**src/rtl/fir_capture_buffer_pkg.sv**
```systemverilog
// rtl/fir_capture_buffer_pkg.sv - shared sample width and FSM state encodings for the capture buffer
package fir_capture_buffer_pkg;

    localparam int SAMPLE_W = 16;

    localparam logic [1:0] ST_IDLE    = 2'd0;
    localparam logic [1:0] ST_ARMED   = 2'd1;
    localparam logic [1:0] ST_CAPTURE = 2'd2;
    localparam logic [1:0] ST_DRAIN   = 2'd3;

endpackage

```
**src/rtl/fir_capture_buffer_ram.sv**
```systemverilog
// rtl/fir_capture_buffer_ram.sv - simple dual-port sample RAM, sync write, 1-cycle sync read
module fir_cap_ram #(
    parameter int DATA_W = 16,
    parameter int DEPTH  = 32,
    parameter int ADDR_W = $clog2(DEPTH)
) (
    input  logic              clk,
    input  logic              we,
    input  logic [ADDR_W-1:0] waddr,
    input  logic [DATA_W-1:0] wdata,
    input  logic              re,
    input  logic [ADDR_W-1:0] raddr,
    output logic [DATA_W-1:0] rdata
);

    logic [DATA_W-1:0] mem [DEPTH];

    always_ff @(posedge clk) begin
        if (we) begin
            mem[waddr] <= wdata;
        end
        if (re) begin
            rdata <= mem[raddr];
        end
    end

endmodule

```
**src/rtl/fir_capture_buffer.sv**
```systemverilog
// rtl/fir_capture_buffer.sv - arm/capture/drain buffer for fir_filter output samples
// Optional level trigger enabled by defining FIR_CAP_TRIG_EN.
module fir_capture_buffer
    import fir_capture_buffer_pkg::*;
#(
    parameter int DATA_W = SAMPLE_W,
    parameter int DEPTH  = 32,
    parameter int ADDR_W = $clog2(DEPTH)
) (
    input  logic              clk,
    input  logic              rst,
    input  logic              arm,
    input  logic              abort,
    input  logic [DATA_W-1:0] sample_in,
    input  logic              sample_valid,
    input  logic [DATA_W-1:0] trig_level,
    output logic [DATA_W-1:0] out_data,
    output logic              out_valid,
    input  logic              out_ready,
    output logic              out_last,
    output logic              busy,
    output logic              done,
    output logic [ADDR_W:0]   fill_count
);

    localparam logic [ADDR_W:0] CNT_FULL = (ADDR_W+1)'(DEPTH);
    localparam logic [ADDR_W:0] CNT_LAST = (ADDR_W+1)'(DEPTH - 1);

    logic [1:0]        state;
    logic [ADDR_W-1:0] wr_ptr;
    logic [ADDR_W:0]   rd_cnt;
    logic              pf_valid;
    logic              pf_last;
    logic [DATA_W-1:0] rd_data;

    logic trigger;
    logic handshake;
    logic load_out;
    logic final_sample;
    logic ram_we;
    logic ram_re;

`ifdef FIR_CAP_TRIG_EN
    assign trigger = sample_valid && ($signed(sample_in) >= $signed(trig_level));
`else
    logic unused_trig_level;
    assign unused_trig_level = ^trig_level;
    assign trigger = sample_valid;
`endif

    assign handshake    = out_valid && out_ready;
    assign load_out     = (state == ST_DRAIN) && pf_valid && (!out_valid || out_ready);
    assign final_sample = (state == ST_CAPTURE) && sample_valid && (fill_count == CNT_LAST);
    assign ram_we       = !abort && (((state == ST_ARMED) && trigger) ||
                                     ((state == ST_CAPTURE) && sample_valid));
    // Word 0 is fetched on the final capture edge so out_valid can rise right after done.
    assign ram_re       = final_sample ||
                          ((state == ST_DRAIN) && (rd_cnt < CNT_FULL) && (!pf_valid || load_out));
    assign busy         = (state != ST_IDLE);

    fir_cap_ram #(
        .DATA_W (DATA_W),
        .DEPTH  (DEPTH),
        .ADDR_W (ADDR_W)
    ) u_ram (
        .clk   (clk),
        .we    (ram_we),
        .waddr (wr_ptr),
        .wdata (sample_in),
        .re    (ram_re),
        .raddr (rd_cnt[ADDR_W-1:0]),
        .rdata (rd_data)
    );

    always_ff @(posedge clk) begin
        if (rst) begin
            state      <= ST_IDLE;
            wr_ptr     <= '0;
            rd_cnt     <= '0;
            pf_valid   <= 1'b0;
            pf_last    <= 1'b0;
            out_data   <= '0;
            out_valid  <= 1'b0;
            out_last   <= 1'b0;
            done       <= 1'b0;
            fill_count <= '0;
        end else begin
            done <= 1'b0;

            if (ram_re) begin
                rd_cnt   <= rd_cnt + (ADDR_W+1)'(1);
                pf_valid <= 1'b1;
                pf_last  <= (rd_cnt == CNT_LAST);
            end else if (load_out) begin
                pf_valid <= 1'b0;
            end

            if (load_out) begin
                out_data  <= rd_data;
                out_last  <= pf_last;
                out_valid <= 1'b1;
            end else if (handshake) begin
                out_valid <= 1'b0;
                out_last  <= 1'b0;
            end

            case (state)
                ST_IDLE: begin
                    if (arm) begin
                        state      <= ST_ARMED;
                        wr_ptr     <= '0;
                        rd_cnt     <= '0;
                        fill_count <= '0;
                    end
                end
                ST_ARMED: begin
                    if (trigger) begin
                        state      <= ST_CAPTURE;
                        wr_ptr     <= ADDR_W'(1);
                        fill_count <= (ADDR_W+1)'(1);
                    end
                end
                ST_CAPTURE: begin
                    if (sample_valid) begin
                        wr_ptr     <= wr_ptr + ADDR_W'(1);
                        fill_count <= fill_count + (ADDR_W+1)'(1);
                        if (final_sample) begin
                            state <= ST_DRAIN;
                            done  <= 1'b1;
                        end
                    end
                end
                default: begin
                    if (handshake && out_last) begin
                        state      <= ST_IDLE;
                        fill_count <= '0;
                        rd_cnt     <= '0;
                        pf_valid   <= 1'b0;
                    end
                end
            endcase

            if (abort) begin
                state      <= ST_IDLE;
                fill_count <= '0;
                rd_cnt     <= '0;
                pf_valid   <= 1'b0;
                out_valid  <= 1'b0;
                out_last   <= 1'b0;
                done       <= 1'b0;
            end
        end
    end

endmodule

```
**config.mk**
```make
export PLATFORM = sky130hd
export DESIGN_NAME = fir_capture_buffer
export DESIGN_NICKNAME = d
export VERILOG_FILES = /design/src/rtl/fir_capture_buffer_pkg.sv /design/src/rtl/fir_capture_buffer_ram.sv /design/src/rtl/fir_capture_buffer.sv
export SDC_FILE = /design/constraint.sdc
export NUM_CORES = 1
export LEC_CHECK = 0
export ABC_CLOCK_PERIOD_IN_PS = 3800
export CORE_AREA = 2 2 187 189
export DETAILED_ROUTE_END_ITERATION = 7
export DIE_AREA = 0 0 189 191
export PLACE_DENSITY = 0.95
export SETUP_SLACK_MARGIN = 0.15
export SKIP_LAST_GASP = 1
export SLEW_MARGIN = 20
export SYNTH_ARGS = -nofsm -noshare
export SYNTH_HDL_FRONTEND = slang
export SYNTH_SLANG_ARGS = --single-unit
```
**constraint.sdc**
```tcl
create_clock -name clk -period 3.8 [get_ports clk]
set_input_delay 0.57 -clock clk [delete_from_list [all_inputs] [get_ports clk]]
set_output_delay 0.57 -clock clk [all_outputs]
set_load 0.05 [all_outputs]
```
==> results_dict.tcl, run 1 <==
set metrics [dict create \
    cts_repair_resize_count 0 \
    routabilityCongestion 0.878 \
    outcome "finished, violations left" \
    rsz0062_at_grt "false" \
    worst_path_dominant_cell_family "simple AND/OR/NAND/NOR gates" \
    vias 12800 \
    cp-start-kind "register" \
    synth_enable_flop_cells 528 \
    critPathBufInv 2 \
    maxCapViolCount 0 \
    drtIter0Drc 2122 \
    worst_path_max_delay_cell "nor3b_1" \
    period_share_pct 78.6 \
    worst_skew_late_latency_ns 0.57 \
    share_of_post_route_cells_with_drive_strength_above_1_pct 10.6 \
    worst_slew_margin_rel_pct 31.4 \
    port_buffers 47 \
    vias_in_the_first_global_route 12200 \
    sum_of_routed_wire_length_over_all_layers_um 52200 \
    floorplan.die.height_um 191 \
    cts.htree.levels 2 \
    worst_slack_setup_final_ns 0.814 \
    post-place-ws_ns 0.841 \
    worstMarginPinSlew_ns 1.02 \
    leakage_nw 7.37 \
    yosys.area.top_type_share_pct 71.1 \
    cp_common_cell "nor2_1" \
    dp.final_hpwl_um 29700 \
    start_util_pct 65.3 \
    timing.final.setup_violations 0 \
    grt_start_max_net_pins 74 \
    cpPeakStageDelay_ns 0.66 \
    die_outline_area_um2 36100 \
    achievable-frequency_mhz 335 \
    syn_area_per_cell_um2 17.0 \
    final_cell_count_no_fill 1883 \
    cts-buffers-inserted 51 \
    synth_top_flop_cell "edfxtp_1" \
    ctsHoldBuffers 0 \
    synth.cell_area_um2 22300 \
    num_antenna_cells 0 \
    vdd.ir_drop.worst_v 0.000331 \
    met3_wirelength_um 6600 \
    drtPass1Iterations 8 \
    cts_max_path_buffers 3 \
    routed-wl-met2_um 24100 \
    remaining_drc_errors 1 \
    cell_by_cell_trace_of_the_critical_path "inv_1, ha_1, nor2_1, nor3b_1, nand2_1, nor2_1, buf_4" \
    area_growth_pct 11.7 \
    setup.worst_path.class "reg -> reg" \
    path_max_fanout 16 \
    tritoncts_clock_tree "done" \
    die_w_um 189 \
    io_pins 64 \
    core_um2 34100 \
    grt_first_pass_wirelength_um 77300 \
    final_number_of_hold_violating_endpoints 0 \
    asyncSetResetFlopFracSynth_pct 0 \
    initial_antenna_violation_count 0 \
    num_rows 68 \
    hold_class "reg -> reg" \
    synth-seq-area-share_pct 74.7 \
    synth.area.top_cells "edfxtp_1 71%, mux2i_1 12%, a22oi_1 4.3%" \
    net_count_of_the_mapped_netlist 1358 \
    clock_tree.root_cell "clkbuf_16" \
    grt_remaining_overflow 0 \
    critPathRequiredTime_ns 4.04 \
    endpoint_kind_of_the_worst_setup_timing_path "register" \
    numClockSinks 568 \
    postSynthRegisterBits 568 \
    netlist-cell-type-count 51 \
    place.detailed.instances 1791 \
    final_count_of_pins_violating_max_slew 0 \
    power.density_nw_per_um2 481 \
    setup-tns-final_ns 0 \
    post-synth-top-area-cell "edfxtp_1" \
    cts_clock_pin_slew_for_the_worst_setup_and_hold_paths_ns 0.07 \
    post_synth_inst_count 1309 \
    met1Wirelength_um 19300 \
    critPathArrivalTime_ns 3.23 \
    total_number_of_nets_in_the_final_design 1438 \
    global_route.usage.total_pct 29.2 \
    cts_setup_buffers 0 \
    synth-warning-count 0 \
    failed_checks "design-rule violations" \
    post_drt_wl_per_cell_um 27.7 \
    finalClockSkew_ns 0.0180 \
    top_layer "met4" \
    period_needed_ns 2.99 \
    antenna_left 0 \
    fillers 1765 \
    detail_route.vias_per_cell 6.81 \
]
## layer usage
metal	GRT usage [%]	vias to the layer above
met3	5.62	159
li1	-	5344
met5	0	-
met2	45.8	1058
met1	41.7	6262
met4	10.0	0
## state kept, by name, summed over array words and instances, names as in the netlist
register     cells
u_ram.mem      512
u_ram.rdata     16
wr_ptr           5
fill_count       6
out_valid        1
out_last         1
pf_last          1
pf_valid         1
out_data        16
state            2
rd_cnt           6
done             1
## logic make-up after synthesis
logic type | Yosys count | synth area share [%]
flops | 568 | 74.7
mux | 258 | 11.6
xor+xnor | 1 | 0.0393
simple gates | 204 | 5.17
compound gates | 187 | 5.92
buf+inv | 80 | 1.95
fa+ha+maj | 11 | 0.617
## path summary, 6_finish.rpt
| kind | to | cells after the start | startpoint | slack, ns |
|---|---|---|---|---|
| worst min register to register | out_data[12] | 2 | out_data[12] | 0.46 |
| worst max-delay path | u_ram.mem[7][12] | 7 | state[0] | 0.81 |
| worst max register to register | u_ram.mem[7][12] | 7 | state[0] | 0.81 |
| worst min-delay path | out_data[12] | 2 | out_data[12] | 0.46 |
## worst reg2reg max path: cells and delay by family (launching register included)
kind	cells	cell delay, ns
simple gates	4	1.52
flops	1	0.36
buf+inv	2	0.41
fa+ha+maj	1	0.38
## per-stage QoR
step	hold WS [ns]	total power, mW	utilization [%]	instance area [um^2]
floorplan	0.439	7.01	-	22300
global placement	0.444	7.13	68.5	23400
detailed placement	0.451	7.15	68.5	23400
CTS	0.460	12.0	73.1	25000
global route	0.484	12.3	73.0	24900
finish	0.458	12.0	73.0	24900
## placed cells by master, fill, tap and decap left out, types with 2 or more instances in the layout
cell             netlist  routed
and3_1                 2       2
and2_1                 3       3
and4b_1                5       5
nand2_1               51      51
or3_1                  7       7
buf_2                 33      11
a211oi_1               2       2
bufinv_16              0       4
nor2b_1                2       2
clkinvlp_4             0       5
a21oi_1               32      32
o21ai_0               10      10
buf_4                 13      47
a31oi_1                3       3
and4bb_2               4       4
clkinv_1               0      11
nand3b_1               5       5
dfxtp_1               40      39
a22oi_1              128     128
buf_12                 0       3
or3b_2                 3       3
mux2i_1              258     258
nand4_1               33      33
ha_1                  11      11
clkdlybuf4s50_1        0      36
nor4b_4                4       4
nor4bb_2               0       2
nor2_1                59      59
nor3b_1                2       2
and4_1                 2       2
clkbuf_1              13      10
clkbuf_16              0      51
nand2b_1               2       2
clkinv_2               0       4
a21o_1                 3       3
nand3_1               10      10
nor3_1                 2       2
clkinv_4               0       5
edfxtp_1             528     528
inv_1                 10      10
## where the power goes
group          switching (mW)  internal, mW
logic                   0.151        0.0369
registers             0.00311          6.83
clock network            2.20          2.75
## cells in the mapped netlist, types with 3 or more instances
| master | n |
|---|---|
| and4bb_2 | 4 |
| and2_1 | 3 |
| a21o_1 | 3 |
| a31oi_1 | 3 |
| clkbuf_1 | 13 |
| edfxtp_1 | 528 |
| ha_1 | 11 |
| nor2_1 | 59 |
| buf_4 | 13 |
| o21ai_0 | 10 |
| and4b_1 | 5 |
| nand4_1 | 33 |
| dfxtp_1 | 40 |
| or3_1 | 7 |
| buf_2 | 33 |
| nand3_1 | 10 |
| nand3b_1 | 5 |
| buf_6 | 5 |
| a21oi_1 | 32 |
| mux2i_1 | 258 |
| or3b_2 | 3 |
| nand2_1 | 51 |
| clkbuf_2 | 5 |
| nor4b_4 | 4 |
| inv_1 | 10 |
| a22oi_1 | 128 |
## area by class of cell
type,instances,area (um^2),share of cell area (%)
Sequential cell,568,16700,66.9
Multi-Input combinational cell,661,5210,20.9
Clock buffer,61,1310,5.28
Timing Repair Buffer,97,828,3.33
Tap cell,455,569,2.29
Clock inverter,31,283,1.14
Inverter,10,37.5,0.151
No activity file was read; power rests on OpenSTA's default activity.
==> run 2: changes to the inputs <==
--- a/config.mk
+++ b/config.mk
@@ -5,11 +5,11 @@
 export SDC_FILE = /design/constraint.sdc
 export NUM_CORES = 1
 export LEC_CHECK = 0
-export ABC_CLOCK_PERIOD_IN_PS = 3800
-export CORE_AREA = 2 2 187 189
+export ABC_CLOCK_PERIOD_IN_PS = 2700
+export CORE_AREA = 2 2 205 207
 export DETAILED_ROUTE_END_ITERATION = 7
-export DIE_AREA = 0 0 189 191
-export PLACE_DENSITY = 0.95
+export DIE_AREA = 0 0 207 209
+export PLACE_DENSITY = 0.86
 export SETUP_SLACK_MARGIN = 0.15
 export SKIP_LAST_GASP = 1
 export SLEW_MARGIN = 20
==> constraint.sdc (replaced) <==
create_clock -name clk -period 2.7 [get_ports clk]
set_input_delay 0.405 -clock clk [delete_from_list [all_inputs] [get_ports clk]]
set_output_delay 0.405 -clock clk [all_outputs]
set_load 0.05 [all_outputs]
==> run 2 against run 1 <==
Net effect:
- the flow now finishes without violations
- clock-buffer cell count grew 6
- utilization is 11 points lower
- via count fell by 1.6%
- critical endpoint is now u_ram.rdata[13]
==> results_dict.tcl, run 2 (synthesized netlist as in run 1, its figures left out) <==
set metrics [dict create \
    critPathRequiredTime_ns 3.08 \
    layout_commonest_cell "edfxtp_1" \
    worst_path_max_delay_cell "dfxtp_1" \
    largest_register_ffs 512 \
    achievable-frequency_mhz 405 \
    period_share_pct 91.4 \
    power_frac_comb_pct 1.7 \
    ctsHoldBuffers 0 \
    total_number_of_nets_in_the_final_design 1481 \
    final_cell_mix "528 x edfxtp_1, 258 x mux2i_1, 128 x a22oi_1, 59 x nor2_1, 56 x buf_4" \
    cts_clock_pin_slew_for_the_worst_setup_and_hold_paths_ns 0.07 \
    switchingPower_mw 3.23 \
    endpoint_kind_of_the_worst_setup_timing_path "register" \
    worst_slew_margin_rel_pct 35.9 \
    cp-start-kind "register" \
    rsz0062_at_grt "false" \
    dp.final_hpwl_um 30200 \
    leakage_nw 7.66 \
    cpPeakStageDelay_ns 0.75 \
    setup-tns-final_ns 0 \
    global_route.usage.total_pct 23.2 \
    vdd.ir_drop.worst_v 0.000443 \
    numClockSinks 568 \
    reg_top3 "u_ram.mem (512), out_data (16), u_ram.rdata (16)" \
    port_buffers 47 \
    vias_in_the_first_global_route 12300 \
    remaining_drc_errors 0 \
    netSwitchingFraction_pct 19.5 \
    final_count_of_pins_violating_max_slew 0 \
    io_pins 64 \
    num_antenna_cells 0 \
    critPathArrivalTime_ns 2.85 \
    cts.htree.levels 2 \
    clock_tree.root_cell "clkbuf_16" \
    cts_max_path_buffers 3 \
    drtIter0Drc 1960 \
    critPathLaunch "rd_cnt[0]" \
    setup.worst_path.end "u_ram.rdata[13]" \
    grt_remaining_overflow 0 \
    largest_register "u_ram.mem" \
    fillers 2700 \
    final_util_pct 62.3 \
    hold_class "reg -> reg" \
    worstMarginPinSlew_ns 0.957 \
    num_rows 75 \
    r2r_start "rd_cnt[0]" \
    final_number_of_hold_violating_endpoints 0 \
    antenna_left 0 \
    floorplan.die.height_um 209 \
    routabilityCongestion 0.873 \
    cell_by_cell_trace_of_the_critical_path "and4bb_2, a22oi_1, nand4_1, nor2_1" \
    setup.worst_path.class "reg -> reg" \
    period_needed_ns 2.47 \
    die_outline_area_um2 43300 \
    post_drt_wl_per_cell_um 25.4 \
    path_max_fanout 16 \
    power.density_nw_per_um2 642 \
    cts-buffers-inserted 50 \
    timing.final.setup_violations 0 \
    die_w_um 207 \
    share_of_post_route_cells_with_drive_strength_above_1_pct 12.3 \
    core_um2 41300 \
    start_util_pct 54.0 \
    outcome "finished, final reports clean" \
    grt_start_max_net_pins 40 \
    vias 12600 \
    detail_route.vias_per_cell 6.29 \
    worst_skew_late_latency_ns 0.58 \
    r2r_cells 4 \
    sum_of_routed_wire_length_over_all_layers_um 50900 \
    ff2ff_setup_slack_ns 0.23 \
    maxCapViolCount 0 \
    share_seq_of_total_power_pct 58.1 \
    drtPass1Iterations 6 \
    p_int_mw 13.3 \
    crit-reg2reg-capture "u_ram.rdata[13]" \
    p_clk_share_pct 40.2 \
    grt_first_pass_wirelength_um 76000 \
    area_growth_pct 15.4 \
    initial_antenna_violation_count 1 \
    finalClockSkew_ns 0.0257 \
    design_power_total_mw 16.5 \
    tritoncts_clock_tree "done" \
]
[run 2: cell types whose count changed in the layout (fill, tap and decap cells not counted)]
cell,previous run,this run
clkinvlp_4,5,3
clkinv_2,4,6
bufinv_16,4,1
buf_4,47,56
buf_2,11,0
clkdlybuf4s50_1,36,46
clkinv_1,11,9
inv_8,1,0
inv_6,1,2
dlygate4sd2_1,0,1
buf_12,3,38
clkbuf_1,10,14
clkinv_4,5,1
clkbuf_8,0,2
[run 2: final cells by class]
cell class / instances / area, um^2 / area share, %
flip-flops and latches: 568 / 16700 / 64.7
multi-input cells: 661 / 5210 / 20.3
repair buffers: 141 / 1650 / 6.41
clock buffers: 67 / 1360 / 5.27
well taps: 539 / 674 / 2.62
clock inverters: 22 / 143 / 0.554
inverters: 10 / 37.5 / 0.146
[run 2: worst min-delay path by stage]
stage	from	to	slack [ns]	cells past startpoint
2_1_floorplan	pf_last	pf_last	0.44	2
3_3_place_gp	out_data[11]	out_data[11]	0.45	2
3_5_place_dp	out_data[2]	out_data[2]	0.45	2
4_1_cts	out_data[2]	out_data[2]	0.46	2
5_1_grt	out_data[12]	out_data[12]	0.48	2
6_report	out_data[2]	out_data[2]	0.46	2
[run 2: critical path: cells and delay by family, from the launching register on]
family,cells,cell delay (ns)
AND/OR/NAND/NOR,3,1.09
flip-flops,1,0.75
AO/OA/AOI/OAI,1,0.42
[run 2: metrics by stage]
stage | worst slack [ns] | cell area [um^2] | std cells | hold slack (ns)
2_1_floorplan | 0.281 | 22300 | 1309 | 0.439
3_3_place_gp | 0.356 | 24200 | 1917 | 0.449
3_5_place_dp | 0.291 | 24200 | 1917 | 0.454
4_1_cts | 0.271 | 25700 | 2006 | 0.462
5_1_grt | 0.112 | 25700 | 2008 | 0.481
6_report | 0.232 | 25700 | 2008 | 0.458
[run 2: repair_timing]
action,in CTS,in global routing
gates resized for setup,1,0
setup endpoints to repair,1,8
pin swaps,0,1
buffers inserted,0,2
[run 2: power by group through the flow]
stage / clock, mW / combinational (mW) / sequential [mW]
2_1_floorplan: 0 / 0.0642 / 9.80
3_3_place_gp: 0 / 0.255 / 9.80
3_5_place_dp: 0 / 0.270 / 9.80
4_1_cts: 6.69 / 0.272 / 9.61
5_1_grt: 7.03 / 0.297 / 9.60
6_report: 6.64 / 0.280 / 9.61
[run 2: per-layer routing]
layer / up-vias / part of all wire (%) / GRT usage [%]
met5: - / 0 / 0
met4: 0 / 3.0 / 8.42
met3: 101 / 11 / 4.60
met2: 775 / 47 / 36.5
met1: 6300 / 39 / 32.6
li1: 5446 / - / -
==> run 3: changes to the inputs <==
--- a/config.mk
+++ b/config.mk
@@ -9,7 +9,9 @@
 export CORE_AREA = 2 2 205 207
 export DETAILED_ROUTE_END_ITERATION = 7
 export DIE_AREA = 0 0 207 209
-export PLACE_DENSITY = 0.86
+export GPL_TIMING_DRIVEN = 0
+export HOLD_SLACK_MARGIN = 0.1
+export PLACE_DENSITY_LB_ADDON = 0.12
 export SETUP_SLACK_MARGIN = 0.15
 export SKIP_LAST_GASP = 1
 export SLEW_MARGIN = 20
==> run 3 against run 2 <==
Net effect:
- register-to-register slack worse by 0.02 ns
- largest cell class unchanged
- wire length is 5.6% higher
- worst hold slack worse by 0.074 ns
- critical path depth is 4 higher
- highest routed layer is now met5
==> results_dict.tcl, run 3 (synthesized netlist as in run 1, its figures left out) <==
set metrics [dict create \
    outcome "finished, final reports clean" \
    worst_slew_margin_rel_pct 23.8 \
    port_buffers 47 \
    numClockSinks 568 \
    leakage_nw 7.79 \
    min_to "u_ram.mem[12][13]" \
    cts_max_path_buffers 3 \
    tritoncts_clock_tree "done" \
    r2r_start "state[0]" \
    die_w_um 207 \
    achievable-frequency_mhz 402 \
    switchingPower_mw 3.42 \
    clock_tree.root_cell "clkbuf_16" \
    floorplan.die.height_um 209 \
    fin_worst_hold_slack_ns 0.385 \
    final_number_of_hold_violating_endpoints 0 \
    drtIter0Drc 1429 \
    sum_of_routed_wire_length_over_all_layers_um 53800 \
    core_um2 41300 \
    grt_remaining_overflow 0 \
    routabilityCongestion 0.862 \
    power.density_nw_per_um2 671 \
    global_route.usage.total_pct 24.7 \
    post_drt_wl_per_cell_um 26.4 \
    r2r_cells 8 \
    cp-start-kind "register" \
    rsz0062_at_grt "true" \
    num_rows 75 \
    cts_clock_pin_slew_for_the_worst_setup_and_hold_paths_ns 0.06 \
    drtPass1Iterations 5 \
    layout_commonest_cell "edfxtp_1" \
    worstMarginPinSlew_ns 1.13 \
    final_count_of_pins_violating_max_slew 0 \
    final_cell_mix "528 x edfxtp_1, 258 x mux2i_1, 127 x a22oi_1, 59 x clkbuf_16, 47 x nand2_1" \
    dp.final_hpwl_um 35500 \
    endpoint_kind_of_the_worst_setup_timing_path "register" \
    die_outline_area_um2 43300 \
    ff2ff_setup_slack_ns 0.21 \
    total_number_of_nets_in_the_final_design 1497 \
    netSwitchingFraction_pct 19.7 \
    largest_register "u_ram.mem" \
    largest_register_ffs 512 \
    share_seq_of_total_power_pct 55.4 \
    timing.final.setup_violations 0 \
    critPathLaunch "state[0]" \
    area_growth_pct 16.2 \
    detail_route.vias_per_cell 6.05 \
    period_needed_ns 2.49 \
    cts-buffers-inserted 57 \
    p_int_mw 13.9 \
    finalClockSkew_ns 0.0299 \
    share_of_post_route_cells_with_drive_strength_above_1_pct 15.8 \
    worst_skew_late_latency_ns 0.62 \
    hold_class "in -> reg" \
    crit-reg2reg-capture "u_ram.mem[6][5]" \
    worst_hold_path.num_cells 1 \
    io_pins 64 \
    grt_start_max_net_pins 33 \
    cts.htree.levels 2 \
    period_share_pct 92.2 \
    vdd.ir_drop.worst_v 0.000476 \
    path_max_fanout 10 \
    maxCapViolCount 0 \
    grt_first_pass_wirelength_um 77600 \
    initial_antenna_violation_count 6 \
    min_from "sample_in[13]" \
    antenna_left 0 \
    power_frac_comb_pct 1.5 \
    vias_in_the_first_global_route 11800 \
    setup-tns-final_ns 0 \
    vias 12300 \
    remaining_drc_errors 0 \
    critPathRequiredTime_ns 3.01 \
    critPathArrivalTime_ns 2.80 \
    reg_top3 "u_ram.mem (512), out_data (16), u_ram.rdata (16)" \
    ctsHoldBuffers 0 \
    final_util_pct 62.7 \
    setup.worst_path.class "reg -> reg" \
    start_util_pct 54.0 \
    p_clk_share_pct 43.1 \
]
run 3: cell count changes in the layout (fill, tap and decap cells not counted), moves of 27 or more:
cell	previous run	this run
buf_2	0	46
buf_4	56	16
nor2_1	59	27
nor2_4	0	30
buf_12	38	11
run 3: how the worst max path moves through the flow:
stage                        endpoint
global placement      u_ram.mem[9][1]
finish                u_ram.mem[6][5]
detailed placement   u_ram.mem[25][8]
global route          u_ram.mem[4][2]
CTS                 u_ram.mem[28][12]
floorplan            u_ram.mem[30][0]
run 3: cell type report:
| cell class | count | area, um^2 |
|---|---|---|
| Antenna cell | 2 | 5.00 |
| Timing Repair Buffer | 80 | 883 |
| Sequential cell | 568 | 16700 |
| Clock buffer | 78 | 1560 |
| Buffer | 70 | 407 |
| Multi-Input combinational cell | 661 | 5480 |
| Tap cell | 539 | 674 |
| Inverter | 10 | 41.3 |
| Clock inverter | 25 | 193 |
| Fill cell | 2950 | 15400 |
run 3: repair_timing:
| action | in CTS | in global routing |
|---|---|---|
| setup buffers | 1 | 12 |
| gates resized for setup | 38 | 12 |
| setup endpoints to repair | 517 | 409 |
| pin swaps | 1 | 10 |
run 3: stage by stage:
step | power [mW] | setup slack (ns) | cells | area [um^2]
after floorplan | 9.87 | 0.281 | 1309 | 22300
after global placement | 10.1 | -0.964 | 1895 | 23400
after detailed placement | 10.1 | -0.476 | 1915 | 23700
after CTS | 17.5 | 0.127 | 2019 | 25600
after global routing | 17.9 | 0.122 | 2031 | 25900
final | 17.4 | 0.211 | 2033 | 25900
run 3: critical path, cell delays in order, from the launching register on:
cell     delay (ns)
dfxtp_1        0.35
inv_1          0.09
ha_1           0.15
buf_4          0.17
nor2_1         0.08
nor3b_4        0.48
nand2_4        0.28
nor2_4         0.37
buf_6          0.20
run 3: power groups by stage:
stage	sequential, mW	clock, mW	combinational, mW
global placement	9.81	0	0.259
detailed placement	9.80	0	0.260
floorplan	9.80	0	0.0642
finish	9.62	7.49	0.267
CTS	9.62	7.59	0.262
global route	9.61	7.95	0.287
run 3: routing by layer:
| layer | GRT usage (%) | wire length (um) |
|---|---|---|
| met5 | 0 | 53 |
| met4 | 8.25 | 1530 |
| met3 | 5.92 | 4640 |
| met2 | 35.7 | 23700 |
| met1 | 37.0 | 23800 |
